<file path="config.mk">
export PLATFORM = sky130hd
export DESIGN_NAME = oc_ram_stream_writer
export DESIGN_NICKNAME = d
export VERILOG_FILES = /design/src/rtl/oc_ram_stream_writer.sv
export SDC_FILE = /design/constraint.sdc
export NUM_CORES = 1
export LEC_CHECK = 0
export BUFFER_PORTS_ARGS = -buffer_cell sky130_fd_sc_hd__buf_4
export CAP_MARGIN = 20
export CORE_ASPECT_RATIO = 1.5
export CORE_MARGIN = 10
export CORE_UTILIZATION = 35
export CTS_BUF_LIST = sky130_fd_sc_hd__clkbuf_16
export DETAILED_ROUTE_END_ITERATION = 16
export GPL_ROUTABILITY_DRIVEN = 0
export GPL_TIMING_DRIVEN = 0
export PLACE_DENSITY_LB_ADDON = 0.3
export SETUP_SLACK_MARGIN = 0.3
export SLEW_MARGIN = 10
export SYNTH_ARGS = -nofsm -noshare
export SYNTH_HDL_FRONTEND = slang
export SYNTH_SLANG_ARGS = --single-unit
</file>
<file path="constraint.sdc">
create_clock -name clk -period 6.08 [get_ports clk]
set_clock_uncertainty 0.05 [all_clocks]
set_input_delay 1.216 -clock clk [delete_from_list [all_inputs] [get_ports clk]]
set_output_delay 1.216 -clock clk [all_outputs]
set_load 0.02 [all_outputs]
</file>
<file path="src/rtl/oc_ram_stream_writer.sv">
// Stream-to-RAM writer: buffers a valid/ready word stream in a small FIFO and writes it as an
// Avalon-MM master into a wrapping window of the on-chip RAM. Define OC_RAM_WRITER_VERIFY_EN for read-back checking.
module oc_ram_stream_writer #(
  parameter int ADDR_W     = 13,
  parameter int DATA_W     = 32,
  parameter int RAM_DEPTH  = 5120,
  parameter int FIFO_DEPTH = 4
) (
  input  logic                clk,
  input  logic                reset_n,
  input  logic                start,
  input  logic                abort,
  input  logic [ADDR_W-1:0]   base_addr,
  input  logic [ADDR_W-1:0]   length,
  input  logic [DATA_W-1:0]   s_data,
  input  logic                s_valid,
  output logic                s_ready,
  output logic [ADDR_W-1:0]   ram_address,
  output logic                ram_chipselect,
  output logic                ram_write,
  output logic [DATA_W-1:0]   ram_writedata,
  output logic [DATA_W/8-1:0] ram_byteenable,
  output logic                ram_clken,
  input  logic [DATA_W-1:0]   ram_readdata,
  output logic                busy,
  output logic                done,
  output logic                error,
`ifdef OC_RAM_WRITER_VERIFY_EN
  output logic [ADDR_W-1:0]   mismatch_addr,
`endif
  output logic [ADDR_W-1:0]   word_count
);

  localparam int PTR_W = $clog2(FIFO_DEPTH);

  localparam logic [1:0] S_IDLE = 2'd0;
  localparam logic [1:0] S_RUN  = 2'd1;
  localparam logic [1:0] S_DONE = 2'd2;

  localparam logic [ADDR_W:0]   DEPTH_X = (ADDR_W+1)'(RAM_DEPTH);
  localparam logic [PTR_W:0]    PTR_INC = (PTR_W+1)'(1);
  localparam logic [ADDR_W-1:0] CNT_INC = ADDR_W'(1);

  logic [1:0]        state_q;
  logic [ADDR_W-1:0] base_q;
  logic [ADDR_W-1:0] len_q;
  logic [ADDR_W-1:0] accepted_q;

  logic [DATA_W-1:0] fifo_mem [FIFO_DEPTH];
  logic [PTR_W:0]    wr_ptr_q;
  logic [PTR_W:0]    rd_ptr_q;
  logic              fifo_empty;
  logic              fifo_full;

  logic              bad_params;
  logic              push;
  logic              pop;
  logic              wr_slot;
  logic              finishing;
  logic [ADDR_W:0]   addr_sum;
  logic [ADDR_W-1:0] next_addr;

`ifdef OC_RAM_WRITER_VERIFY_EN
  logic              cmp_pend_q;
  logic [ADDR_W-1:0] cmp_addr_q;
  logic [DATA_W-1:0] cmp_data_q;
  logic              mm_seen_q;
`else
  logic              unused_readdata;
  assign unused_readdata = ^ram_readdata;
`endif

  assign ram_byteenable = '1;
  assign ram_clken      = 1'b1;

  // Pointers carry one extra wrap bit so full and empty are distinguishable.
  assign fifo_empty = (wr_ptr_q == rd_ptr_q);
  assign fifo_full  = (wr_ptr_q[PTR_W] != rd_ptr_q[PTR_W]) &&
                      (wr_ptr_q[PTR_W-1:0] == rd_ptr_q[PTR_W-1:0]);

  assign s_ready = (state_q == S_RUN) && !fifo_full && (accepted_q < len_q);

  assign bad_params = (length == '0) || ({1'b0, base_addr} >= DEPTH_X);
  assign push       = s_valid && s_ready && !abort;

`ifdef OC_RAM_WRITER_VERIFY_EN
  // A write cycle is always followed by its read-back cycle, so no pop then.
  assign wr_slot   = !ram_write;
  assign finishing = (word_count == len_q) && cmp_pend_q && !ram_chipselect;
`else
  assign wr_slot   = 1'b1;
  assign finishing = (word_count == len_q) && ram_write;
`endif

  assign pop = (state_q == S_RUN) && !abort && !fifo_empty && wr_slot;

  // NOTE: every variable assigned in always_comb gets a default first, so no latch is inferred.
  always_comb begin
    addr_sum  = {1'b0, base_q} + {1'b0, word_count};
    next_addr = addr_sum[ADDR_W-1:0];
    if (addr_sum >= DEPTH_X) begin
      next_addr = ADDR_W'(addr_sum - DEPTH_X);
    end
  end

  // NOTE: storage arrays carry no reset; the pointers alone define which entries are valid.
  always_ff @(posedge clk) begin
    if (push) begin
      fifo_mem[wr_ptr_q[PTR_W-1:0]] <= s_data;
    end
  end

  // NOTE: sequential state uses non-blocking assignments only, so every flop samples pre-edge values.
  always_ff @(posedge clk or negedge reset_n) begin
    if (!reset_n) begin
      state_q        <= S_IDLE;
      base_q         <= '0;
      len_q          <= '0;
      accepted_q     <= '0;
      wr_ptr_q       <= '0;
      rd_ptr_q       <= '0;
      ram_address    <= '0;
      ram_chipselect <= 1'b0;
      ram_write      <= 1'b0;
      ram_writedata  <= '0;
      busy           <= 1'b0;
      done           <= 1'b0;
      error          <= 1'b0;
      word_count     <= '0;
`ifdef OC_RAM_WRITER_VERIFY_EN
      cmp_pend_q     <= 1'b0;
      cmp_addr_q     <= '0;
      cmp_data_q     <= '0;
      mm_seen_q      <= 1'b0;
      mismatch_addr  <= '0;
`endif
    end else begin
      done <= 1'b0;
      case (state_q)
        S_IDLE: begin
          ram_chipselect <= 1'b0;
          ram_write      <= 1'b0;
          // Abort outranks start; a simultaneous pair is dropped with error untouched.
          if (start && !abort) begin
            base_q     <= base_addr;
            len_q      <= length;
            accepted_q <= '0;
            word_count <= '0;
            wr_ptr_q   <= '0;
            rd_ptr_q   <= '0;
`ifdef OC_RAM_WRITER_VERIFY_EN
            cmp_pend_q <= 1'b0;
            mm_seen_q  <= 1'b0;
`endif
            if (bad_params) begin
              state_q <= S_DONE;
              done    <= 1'b1;
              error   <= 1'b1;
            end else begin
              state_q <= S_RUN;
              busy    <= 1'b1;
              error   <= 1'b0;
            end
          end
        end

        S_RUN: begin
          if (abort) begin
            state_q        <= S_IDLE;
            busy           <= 1'b0;
            error          <= 1'b1;
            ram_chipselect <= 1'b0;
            ram_write      <= 1'b0;
            wr_ptr_q       <= '0;
            rd_ptr_q       <= '0;
`ifdef OC_RAM_WRITER_VERIFY_EN
            cmp_pend_q     <= 1'b0;
`endif
          end else begin
            if (push) begin
              wr_ptr_q   <= wr_ptr_q + PTR_INC;
              accepted_q <= accepted_q + CNT_INC;
            end
            if (pop) begin
              rd_ptr_q      <= rd_ptr_q + PTR_INC;
              word_count    <= word_count + CNT_INC;
              ram_address   <= next_addr;
              ram_writedata <= fifo_mem[rd_ptr_q[PTR_W-1:0]];
            end
`ifdef OC_RAM_WRITER_VERIFY_EN
            // Address and write data are held through the read-back cycle.
            ram_chipselect <= pop || ram_write;
            ram_write      <= pop;
            cmp_pend_q     <= ram_chipselect && !ram_write;
            if (ram_chipselect && !ram_write) begin
              cmp_addr_q <= ram_address;
              cmp_data_q <= ram_writedata;
            end
            if (cmp_pend_q && (ram_readdata != cmp_data_q)) begin
              error <= 1'b1;
              if (!mm_seen_q) begin
                mm_seen_q     <= 1'b1;
                mismatch_addr <= cmp_addr_q;
              end
            end
`else
            ram_chipselect <= pop;
            ram_write      <= pop;
`endif
            if (finishing) begin
              state_q <= S_DONE;
              busy    <= 1'b0;
              done    <= 1'b1;
            end
          end
        end

        S_DONE: begin
          ram_chipselect <= 1'b0;
          ram_write      <= 1'b0;
          state_q        <= S_IDLE;
          if (abort) begin
            error <= 1'b1;
          end
        end

        default: begin
          state_q <= S_IDLE;
        end
      endcase
    end
  end

endmodule

</file>
**After elaboration in Yosys (flattened, before gate mapping)**

Memory sizes are Yosys's and may differ from the RTL's. A register that Yosys moved wholly into a read port is not among the register bits.
Cells that the tools add are included.

- Bits in registers: 77
- Bits in writable memories: 128
- Input bits: 95
- Output and inout port bits: 69
- Logic and storage cells: 105
- Memories: 1

Memory list:

| memory | depth | width | read ports | clocked after memory_dff | write ports | RTL line | text |
|---|---|---|---|---|---|---|---|
| fifo_mem | 4 | 32 | 1 | 1 | 1 | 49 | `logic [DATA_W-1:0] fifo_mem [FIFO_DEPTH];` |

- Add/sub/neg operators: 6
- $lt $le $gt $ge: 3
- Equality and inequality tests: 15
- Muxes and demuxes: 37
- Bitwise operators: 1
- Reduce and logical (&&, ||, !) cells: 30

Operators with widths:

| operator | number |
|---|---|
| $mux W13 | 6 |
| $pmux W13 S2 | 2 |
| $add A13 B1 Y13 const B | 2 |
| $mux W3 | 5 |
| $add A13 B13 Y14 | 1 |
| $ge A14 B13 Y1 const B | 1 |
| $eq A13 B13 Y1 | 1 |
| $ge A13 B13 Y1 const B | 1 |
| $logic_not A13 Y1 | 1 |
| $lt A13 B13 Y1 | 1 |
| $mux W1 | 13 |
| $sub A13 B13 Y13 const B | 1 |
| $pmux W3 S2 | 2 |
| $reduce_and A3 Y1 | 4 |
| $reduce_and A4 Y1 | 3 |
| $ne A2 B2 Y1 const B | 5 |
| $logic_and A1 B1 Y1 | 9 |
| $ne A3 B3 Y1 const B | 3 |
| $mux W2 | 4 |
| $pmux W1 S2 | 4 |
| $add A3 B1 Y3 const B | 2 |
| $reduce_bool A2 Y1 | 3 |
| $logic_not A1 Y1 | 4 |
| $pmux W2 S2 | 1 |
| 11 further kinds | 13 |

**Depth between registers and ports, before layout**

Gate-level depths: netlist of run 1.

- Depth in word-level cells: 10
- Depth in mapped cells: 14
- Mapped depth without buffers: 14

**Worst setup path before layout of run 1**

OpenSTA, ideal clock, no wires.

- Path kind: flip-flop to flip-flop
- Start point: register len_q[6]
- End point: memory fifo_mem[0][0], enable pin
- Setup time: 0.468 ns
- Arrival: 4.804 ns
- Required time: 5.562 ns
- Path slack: 0.758 ns
- Cell stages (with the launch flop): 10
- Path buffers: 0
- Period minus slack after synthesis: 5.322 ns
- Path through: dfrtp_1 inv_1 ha_1 a21o_1 a21o_1 a2111oi_0 o31ai_1 a21oi_1 nand2_1 nor3b_1

- Cells in the longest elaborated chain, start to end: 6

RTL lines:

| element | RTL line | text |
|---|---|---|
| start: declaration | 46 | `logic [ADDR_W-1:0] len_q;` |
| start signal: assignment | 146 | `len_q <= length;` |
| $lt A13 B13 Y1 | 81 | `assign s_ready = (state_q == S_RUN) && !fifo_full && (accepted_q < len_q);` |
| $logic_and A1 B1 Y1 | 81 |  |
| via s_ready | 17 | `output logic s_ready,` |
| $logic_and A1 B1 Y1 (2 in a row) | 84 | `assign push = s_valid && s_ready && !abort;` |
| $mux W1 | 108 | `if (push) begin` |
| $mux W1 (implied by the code) | 109 | `fifo_mem[wr_ptr_q[PTR_W-1:0]] <= s_data;` |
| end: declaration | 49 |  |

The timed path passes the listed nets, and every way through them passes these cells.

**Final worst setup path of run 1**

- Start point: register len_q[6]
- End point: output s_ready

- Cells in the longest elaborated chain, start to end: 2

RTL lines:

| element | RTL line |
|---|---|
| $lt A13 B13 Y1 | 81 |
| $logic_and A1 B1 Y1 | 81 |
| end: declaration | 17 |

Every way passes these cells.

==> results.toml, run 1 <==
[yosys]
syn_area_um2 = 10700
synthCells = 854
yosysMostFrequentCell = "nand2_1"
synth_top_cell_area_share_pct = 35.9
ys_ff_latch = 237
ys_types = 62
synthArstFlopShare_pct = 46.0
ys_warn_count = 0
avgSynthCellArea_um2 = 12.5
synthTopCellsByArea = "edfxtp_1 (36%), dfrtp_1 (25%), mux4_2 (6.7%)"
synth_edf_count = 128
synth_seq_area_share_pct = 61.3
synth_area_leader_cell = "edfxtp_1"
synth_ff_type = "edfxtp_1"
synthTopCellsByCount = "nand2_1 (190), edfxtp_1 (128), dfrtp_1 (109)"

[floorplan]
pin_count = 164
rows = 78
die_x_um = 163
initial_core_util_pct = 35.4
die-area_um2 = 38100
die_h_um = 234
core_area_um2 = 30300

[clock_tree]
ctsResizeCount = 0
clk_pin_slew_ps = 60
cts_made_buffers = 24
root_buffer = "clkbuf_16"
cts_tree = "yes"
insertion_delay_ps = 520
cts_setup_buffers = 0
hold_buffers = 0
htreeDepth = 1
clockBufferDepth = 3
cts_sinks = 237

[timing]
period_share_pct = 71.3
worstMarginPinSlew_ps = 935
fmax_mhz = 231
rsz0062_at_grt = "false"
finalCriticalPeriod_ps = 4340
max-slew-margin-rel_pct = 37.7
hold_viol = 0
slew_violations = 0
final-setup-viol-count = 0

[finish]
drive_above_1_share_pct = 23.3
ff_latch_area_um2 = 6570
antennaDiodeCount = 0
finalNetCount = 1161
nFillCells = 2843
multiInputGateArea_um2 = 3880
instances_no_fill = 1445
syn2layout_area_growth_pct = 23.5
design_area_um2 = 13200

[worst_setup_path]
crit_top_cell = "a21o_1"
r2r_start = "len_q[6]"
crit_type = "reg2out"
slowest_stage = "a21oi_1"
crit-reg2reg-capture = "fifo_mem[1][10]"
crit_chain = "inv_1 > ha_1 > a21o_1 > a21o_1 > a2111oi_0 > o31ai_1 > a21oi_1 > buf_4"
cp-start-kind = "register"
r2r_cells = 12
cp.required_ps = 4810
cpPeakStageDelay_ps = 510
path_max_fanout = 7
cp-end-kind = "output pin"
critPathArrivalTime_ps = 3070
reg2reg_slack_ps = 1820

[global_route]
met3_usage_pct = 2.98
busiest_layer = "met2"
grtUsageMet2_pct = 25.8
grt_max_degree = 67
antenna_found_initial = 0
grt_use_total_pct = 14.1
use_met1_pct = 16.3
grt_pass1_wl_mm = 42.7
grt_overflow = 0
grt_pass1_vias = 7647

[hold_path]
hold_path.startpoint = "ram_writedata[22]"
hold_path_class = "reg2reg"
whs_endpoint = "ram_writedata[22]"
whs_path_depth = 2

[power]
sw_frac_of_total_pct = 32.4
ir_worst_vdd_mv = 0.241
power_frac_clock_pct = 30.1
seq_power_share_pct = 41.0
internal_power_w = 0.00351
p_comb_share_pct = 28.8
p_switching_w = 0.00168
p_leak_nw = 5.50
p_per_area_nw_per_um2 = 393

[drt]
vias_per_cell = 4.95
final_antenna_net_count = 0
drt_iter0_drc = 325
drt_wl_total_mm = 27.0
drc = 0
drt-pass1-iter-count = 6
via_count = 7156
wire_per_inst_um = 18.7

[place]
place_hpwl_mm = 20.3
placed_area_um2 = 12400
place.port_buffers = 126
dpl.cell_count = 1401

[run]
maxCapViolCount = 0

[outcome]
status = "finished, final reports clean"
==> power groups by stage <==
stage / Sequential [W] / Clock (W) / Combinational, W
2_1_floorplan: 0.00229 / 0 / 0.000811
4_1_cts: 0.00214 / 0.00161 / 0.00153
5_1_grt: 0.00216 / 0.00168 / 0.00167
3_5_place_dp: 0.00216 / 0 / 0.00153
6_report: 0.00213 / 0.00157 / 0.00150
3_3_place_gp: 0.00216 / 0 / 0.00150
==> area by class of cell <==
class	instances	area share (%)
tap	400	3.78
buffer	37	1.33
multi-input combinational	553	29.4
timing repair buffer	143	8.61
sequential	237	49.7
clock buffer	25	4.73
clock inverter	19	1.62
inverter	31	0.880
==> routing by layer <==
layer	up-vias	wire (um)
li1	3422	-
met5	-	0
met2	155	14500
met3	27	1420
met4	0	490
met1	3552	10700
==> cell families (layout without fill, tap and decap cells) <==
group / count (synthesis) / in the layout / share of synthesized area [%]
and+or+nand+nor: 303 / 303 / 12.2
DFF: 237 / 237 / 61.3
AOI/OAI and AO/OA: 128 / 128 / 8.58
buffers and inverters: 68 / 255 / 2.73
xor gates and xnor gates: 43 / 43 / 3.52
adders and majority gates: 39 / 39 / 4.63
muxes: 35 / 35 / 7.01
other: 1 / 5 / 0.0350
==> layout by cell type (no fill, tap or decap), types with 10 or more instances in the layout <==
| master | n |
|---|---|
| a211oi_1 | 10 |
| a21oi_1 | 21 |
| buf_4 | 137 |
| buf_6 | 13 |
| clkbuf_1 | 22 |
| clkbuf_16 | 25 |
| dfrtp_1 | 109 |
| edfxtp_1 | 128 |
| ha_1 | 38 |
| inv_1 | 31 |
| mux4_2 | 32 |
| nand2_1 | 190 |
| nand3_1 | 18 |
| nor2_1 | 43 |
| nor3_1 | 10 |
| o21ai_0 | 37 |
| xnor2_1 | 30 |
| xor2_1 | 13 |
==> state kept, by name, indices dropped and copies added (netlist names) <==
register and cells:
base_q 13, wr_ptr_q 3, rd_ptr_q 3, ram_address 13, done 1, fifo_mem 128
state_q 2, len_q 13, ram_writedata 32, error 1, word_count 13, accepted_q 13
ram_write 1, busy 1
==> worst max-delay path by stage <==
| stage | start | end | slack [ps] | depth (start not counted) |
|---|---|---|---|---|
| floorplan | len_q[6] | fifo_mem[0][0] | 760 | 9 |
| detailed placement | len_q[6] | fifo_mem[1][8] | 1770 | 12 |
| global route | len_q[6] | fifo_mem[1][7] | 1420 | 12 |
| finish | len_q[6] | s_ready | 1740 | 8 |
| CTS | len_q[6] | s_ready | 1690 | 8 |
| global placement | len_q[6] | fifo_mem[0][12] | -1720 | 9 |
==> metrics by stage <==
stage	hold WS [ps]	util [%]	setup WS, ps	setup TNS (ps)	total power, W
global route	452	43.7	1420	0	0.00551
CTS	435	43.7	1690	0	0.00528
global placement	411	40.2	-1720	-205950	0.00366
finish	429	43.7	1740	0	0.00519
floorplan	400	-	758	0	0.00310
detailed placement	414	40.9	1770	0	0.00369
==> worst max-delay path: cells and delay by family (launching register included) <==
kind / cells / cell delay [ps]
buf+inv: 2 / 320
flops: 1 / 400
fa+ha+maj: 1 / 310
compound gates: 5 / 1510
(Power assumes the default switching activity.)
==> run 2, diff against run 1 <==
- clock period: 6.08 -> 3.65 ns (I/O delays scaled with it)
==> run 2 against run 1 <==
Net effect: clock power grew 64%; sequential power up 65%; flip-flop and latch count stayed put; power rose by 69%; combinational power grew 77%; sequential share of layout area decreased by 1.1 points; critical path depth did not move; design area grew 2.3%; utilization grew 1.0 points; critical path type unchanged; largest cell class unchanged; largest power group unchanged; highest routed layer is now met5.
==> results.toml, run 2 (same netlist as run 1, synthesis figures left out) <==
[worst_setup_path]
critPathArrivalTime_ps = 2440
slowest_stage = "dfrtp_1"
crit_top_cell = "a21o_1"
crit_type = "reg2out"
path_buf_inv = 2
crit_chain = "inv_2 > ha_4 > a21o_1 > a21o_1 > a2111oi_4 > o31ai_4 > a21oi_4 > buf_6"
cp-start-kind = "register"
cp_top_family = "compound AO/OA/AOI/OAI gates"
cp-startpoint = "len_q[6]"
cp-end-kind = "output pin"
cp.required_ps = 2870
path_max_fanout = 3
cpPeakStageDelay_ps = 400
r2r_start = "word_count[2]"

[floorplan]
die_x_um = 163
die-area_um2 = 38100
core_area_um2 = 30300
die_h_um = 234
initial_core_util_pct = 35.4
rows = 78
pin_count = 164

[power]
p_switching_w = 0.00284
internal_power_w = 0.00591
ir_worst_vdd_mv = 0.375
p_per_area_nw_per_um2 = 647
p_leak_nw = 5.60
sw_frac_of_total_pct = 32.4
seq_power_share_pct = 40.2
power_frac_clock_pct = 29.3
p_comb_share_pct = 30.4
power_w = 0.00875

[global_route]
antenna_found_initial = 1
grt_overflow = 0
busiest_layer = "met2"
use_met1_pct = 15.9
grt_use_total_pct = 14.1
grt_pass1_wl_mm = 42.7
grtUsageMet2_pct = 26.4
grt_pass1_vias = 7682
grt_max_degree = 64
met3_usage_pct = 2.67

[place]
dpl.cell_count = 1393
place.port_buffers = 126
place_hpwl_mm = 20.3
dp_slack_ps = 19.4

[clock_tree]
cts_tree = "yes"
clk_pin_slew_ps = 60
root_buffer = "clkbuf_16"
cts_sinks = 237
htreeDepth = 1
insertion_delay_ps = 510
hold_buffers = 0
cts_made_buffers = 25
clockBufferDepth = 3

[timing]
max-slew-margin-rel_pct = 39.1
fin_ws_ps = 427
rsz0062_at_grt = "true"
finalCriticalPeriod_ps = 3220
hold_viol = 0
period_share_pct = 88.3
slew_violations = 0
worstMarginPinSlew_ps = 914
final-setup-viol-count = 0
fmax_mhz = 310
hold_ws_ps = 102

[finish]
finish.utilization_pct = 44.7
finalNetCount = 1172
antennaDiodeCount = 0
final_common_cell = "nand2_1"
drive_above_1_share_pct = 26.1
largest_reg_flops = 128
multiInputGateArea_um2 = 4040
nFillCells = 2835
ff_latch_area_um2 = 6580
syn2layout_area_growth_pct = 26.3
instances_no_fill = 1457
final_cell_mix = "nand2_1 (189), buf_4 (147), edfxtp_1 (128)"

[drt]
drt_wl_total_mm = 27.3
via_count = 7235
vias_per_cell = 4.97
wire_per_inst_um = 18.7
final_antenna_net_count = 0
drt-pass1-iter-count = 4
drc = 0
drt_iter0_drc = 321

[outcome]
status = "finished, final reports clean"

[hold_path]
hold_path_class = "in2async"

[run]
maxCapViolCount = 0
==> run 2: area by class of cell <==
type                    instances  area share, %
clock inverters                21           1.56
repair buffers                153           9.50
multi-input cells             553           29.8
plain buffers                  37           1.30
well taps                     400           3.70
inverters                      31          0.860
clock buffers                  25           4.62
flip-flops and latches        237           48.6
==> run 2: path summary, 6_finish.rpt <==
check	end	slack, ps	cells after the start
min	error	100	1
max in group asynchronous	accepted_q[4]	2740	2
min reg2reg	ram_writedata[5]	420	2
max reg2reg	ram_address[11]	450	13
min in group clk	base_q[5]	360	3
max	s_ready	430	8
==> run 2: repair_timing <==
action | CTS | global route
hold endpoints to repair | 0 | 0
buffers inserted | 7 | 11
resized for setup | 9 | 17
setup endpoints to repair | 58 | 68
pin swaps | 3 | 6
==> run 2: metal layers <==
layer	share of wire, %	up-vias
met3	4.8	43
li1	-	3445
met1	39	3588
met5	0.062	-
met4	2.1	2
met2	54	157
==> run 2: power by group through the flow <==
| stage | Sequential [W] | Clock, W | Combinational (W) |
|---|---|---|---|
| 2_1_floorplan | 0.00381 | 0 | 0.00138 |
| 3_3_place_gp | 0.00357 | 0 | 0.00255 |
| 3_5_place_dp | 0.00358 | 0 | 0.00260 |
| 4_1_cts | 0.00353 | 0.00264 | 0.00267 |
| 5_1_grt | 0.00357 | 0.00274 | 0.00296 |
| 6_report | 0.00352 | 0.00257 | 0.00266 |
==> run 2: through the flow <==
stage | area [um^2] | TNS, ps
2_1_floorplan | 10800 | 0
3_3_place_gp | 12200 | -64030
3_5_place_dp | 12400 | 0
4_1_cts | 13400 | 0
5_1_grt | 13500 | 0
6_report | 13500 | 0
==> run 2: worst register-to-register path, cell delays in order, from the launching register on <==
cell       delay [ps]
dfrtp_2           470
ha_2              350
and3_1            200
a22o_1            260
o2111ai_1         250
nand2_1           120
xor2_2            180
inv_1              90
ha_1              160
and4b_1           180
o2111a_1          220
a41oi_2           170
o21a_1            240
o211ai_1          180
==> run 3, diff against run 2 <==
- CORE_UTILIZATION: 35 -> 51
==> run 3 against run 2 <==
Net effect: first-iteration DRC count increased by 33%; via count about the same; flip-flop and latch count unchanged; critical path type unchanged.
==> results.toml, run 3 (same netlist as run 1, synthesis figures left out) <==
[outcome]
status = "finished, final reports clean"

[drt]
drc = 0
final_antenna_net_count = 0
drt_iter0_drc = 426
wire_per_inst_um = 19.3
drt-pass1-iter-count = 5
drt_wl_total_mm = 25.3
vias_per_cell = 5.51
via_count = 7230

[power]
power_w = 0.00840
sw_frac_of_total_pct = 33.2
power_frac_clock_pct = 26.6
p_leak_nw = 5.52
p_per_area_nw_per_um2 = 638
internal_power_w = 0.00561
p_comb_share_pct = 31.0
p_switching_w = 0.00279
ir_worst_vdd_mv = 0.524
seq_power_share_pct = 42.4

[finish]
final_common_cell = "nand2_1"
drive_above_1_share_pct = 25.2
final_cell_mix = "nand2_1 (189), buf_4 (141), edfxtp_1 (128)"
largest_reg_flops = 128
syn2layout_area_growth_pct = 22.9
finish.utilization_pct = 64.2
antennaDiodeCount = 0
finalNetCount = 1164
instances_no_fill = 1312

[timing]
hold_viol = 0
period_share_pct = 88.5
fmax_mhz = 310
slew_violations = 0
finalCriticalPeriod_ps = 3230
fin_ws_ps = 421
final-setup-viol-count = 0
tns_ps = 0
worstMarginPinSlew_ps = 879
rsz0062_at_grt = "true"
max-slew-margin-rel_pct = 41.4

[clock_tree]
clk_pin_slew_ps = 60
htreeDepth = 1
root_buffer = "clkbuf_16"
hold_buffers = 0
cts_tree = "yes"
cts_made_buffers = 24
cts_sinks = 237
insertion_delay_ps = 510
clockBufferDepth = 3

[worst_setup_path]
cpPeakStageDelay_ps = 410
crit_type = "reg2out"
crit_top_cell = "a21o_1"
cp-endpoint = "s_ready"
cp-startpoint = "accepted_q[6]"
crit_cells = 7
path_max_fanout = 3
path_buf_inv = 1
r2r_start = "word_count[0]"
crit_chain = "ha_1 > a21o_1 > a21o_1 > a2111oi_4 > o31ai_4 > a21oi_4 > buf_6"
slowest_stage = "dfrtp_1"
r2r_cells = 14
cp-end-kind = "output pin"
crit-reg2reg-capture = "ram_address[10]"
reg2reg_slack_ps = 440
cp-start-kind = "register"
cp.required_ps = 2870
cp_top_family = "compound AO/OA/AOI/OAI gates"
critPathArrivalTime_ps = 2450

[floorplan]
initial_core_util_pct = 52.3
die_x_um = 138
core_area_um2 = 20500
die_h_um = 198
pin_count = 164
rows = 64
die-area_um2 = 27300

[run]
maxCapViolCount = 0

[place]
dp_slack_ps = 121
place_hpwl_mm = 18.7
place.port_buffers = 126
dpl.cell_count = 1258

[global_route]
grt_max_degree = 81
antenna_found_initial = 0
grt_pass1_vias = 7485
grt_overflow = 0
grt_pass1_wl_mm = 40.3
grt_use_total_pct = 18.1

[hold_path]
hold_path_class = "in2async"
[run 3: layer usage]
metal / GRT usage, % / wire length, um / vias to the layer above
met5: 0 / 0 / -
met4: 6.42 / 745 / 0
met3: 2.96 / 1220 / 40
met2: 33.0 / 13500 / 196
met1: 20.9 / 9840 / 3554
li1: - / - / 3440
[run 3: layout make-up]
| type | instances | area [um^2] |
|---|---|---|
| inverters | 31 | 116 |
| plain buffers | 37 | 176 |
| fillers | 1613 | 7340 |
| repair buffers | 146 | 1220 |
| flip-flops and latches | 237 | 6580 |
| multi-input cells | 553 | 4030 |
| well taps | 264 | 330 |
| clock inverters | 19 | 90.1 |
| clock buffers | 25 | 626 |
[run 3: power by group through the flow]
stage	sequential, W	combinational, W	clock (W)
2_1_floorplan	0.00381	0.00138	0
3_3_place_gp	0.00360	0.00247	0
3_5_place_dp	0.00361	0.00255	0
4_1_cts	0.00356	0.00261	0.00227
5_1_grt	0.00360	0.00288	0.00239
6_report	0.00356	0.00260	0.00223
[run 3: how the worst min path moves through the flow]
stage	from	to	slack, ps	cells after the start
5_1_grt	reset_n	ram_writedata[31]	50	1
2_1_floorplan	reset_n	accepted_q[0]	380	0
3_5_place_dp	ram_writedata[8]	ram_writedata[8]	410	2
3_3_place_gp	ram_writedata[21]	ram_writedata[21]	410	2
4_1_cts	reset_n	ram_writedata[31]	50	1
6_report	reset_n	ram_writedata[31]	50	1
[run 3: per-stage QoR]
step | cell area (um^2) | hold WS (ps)
6_report | 13200 | 47.1
5_1_grt | 13200 | 51.7
4_1_cts | 13100 | 47.4
3_5_place_dp | 12300 | 414
3_3_place_gp | 12100 | 410
2_1_floorplan | 10800 | 384
[run 3: what timing repair did]
item / CTS / global route
buffers inserted: 6 / 4
pin swaps: 5 / 11
resized for setup: 8 / 17
setup endpoints to repair: 72 / 38
gates cloned: 0 / 0
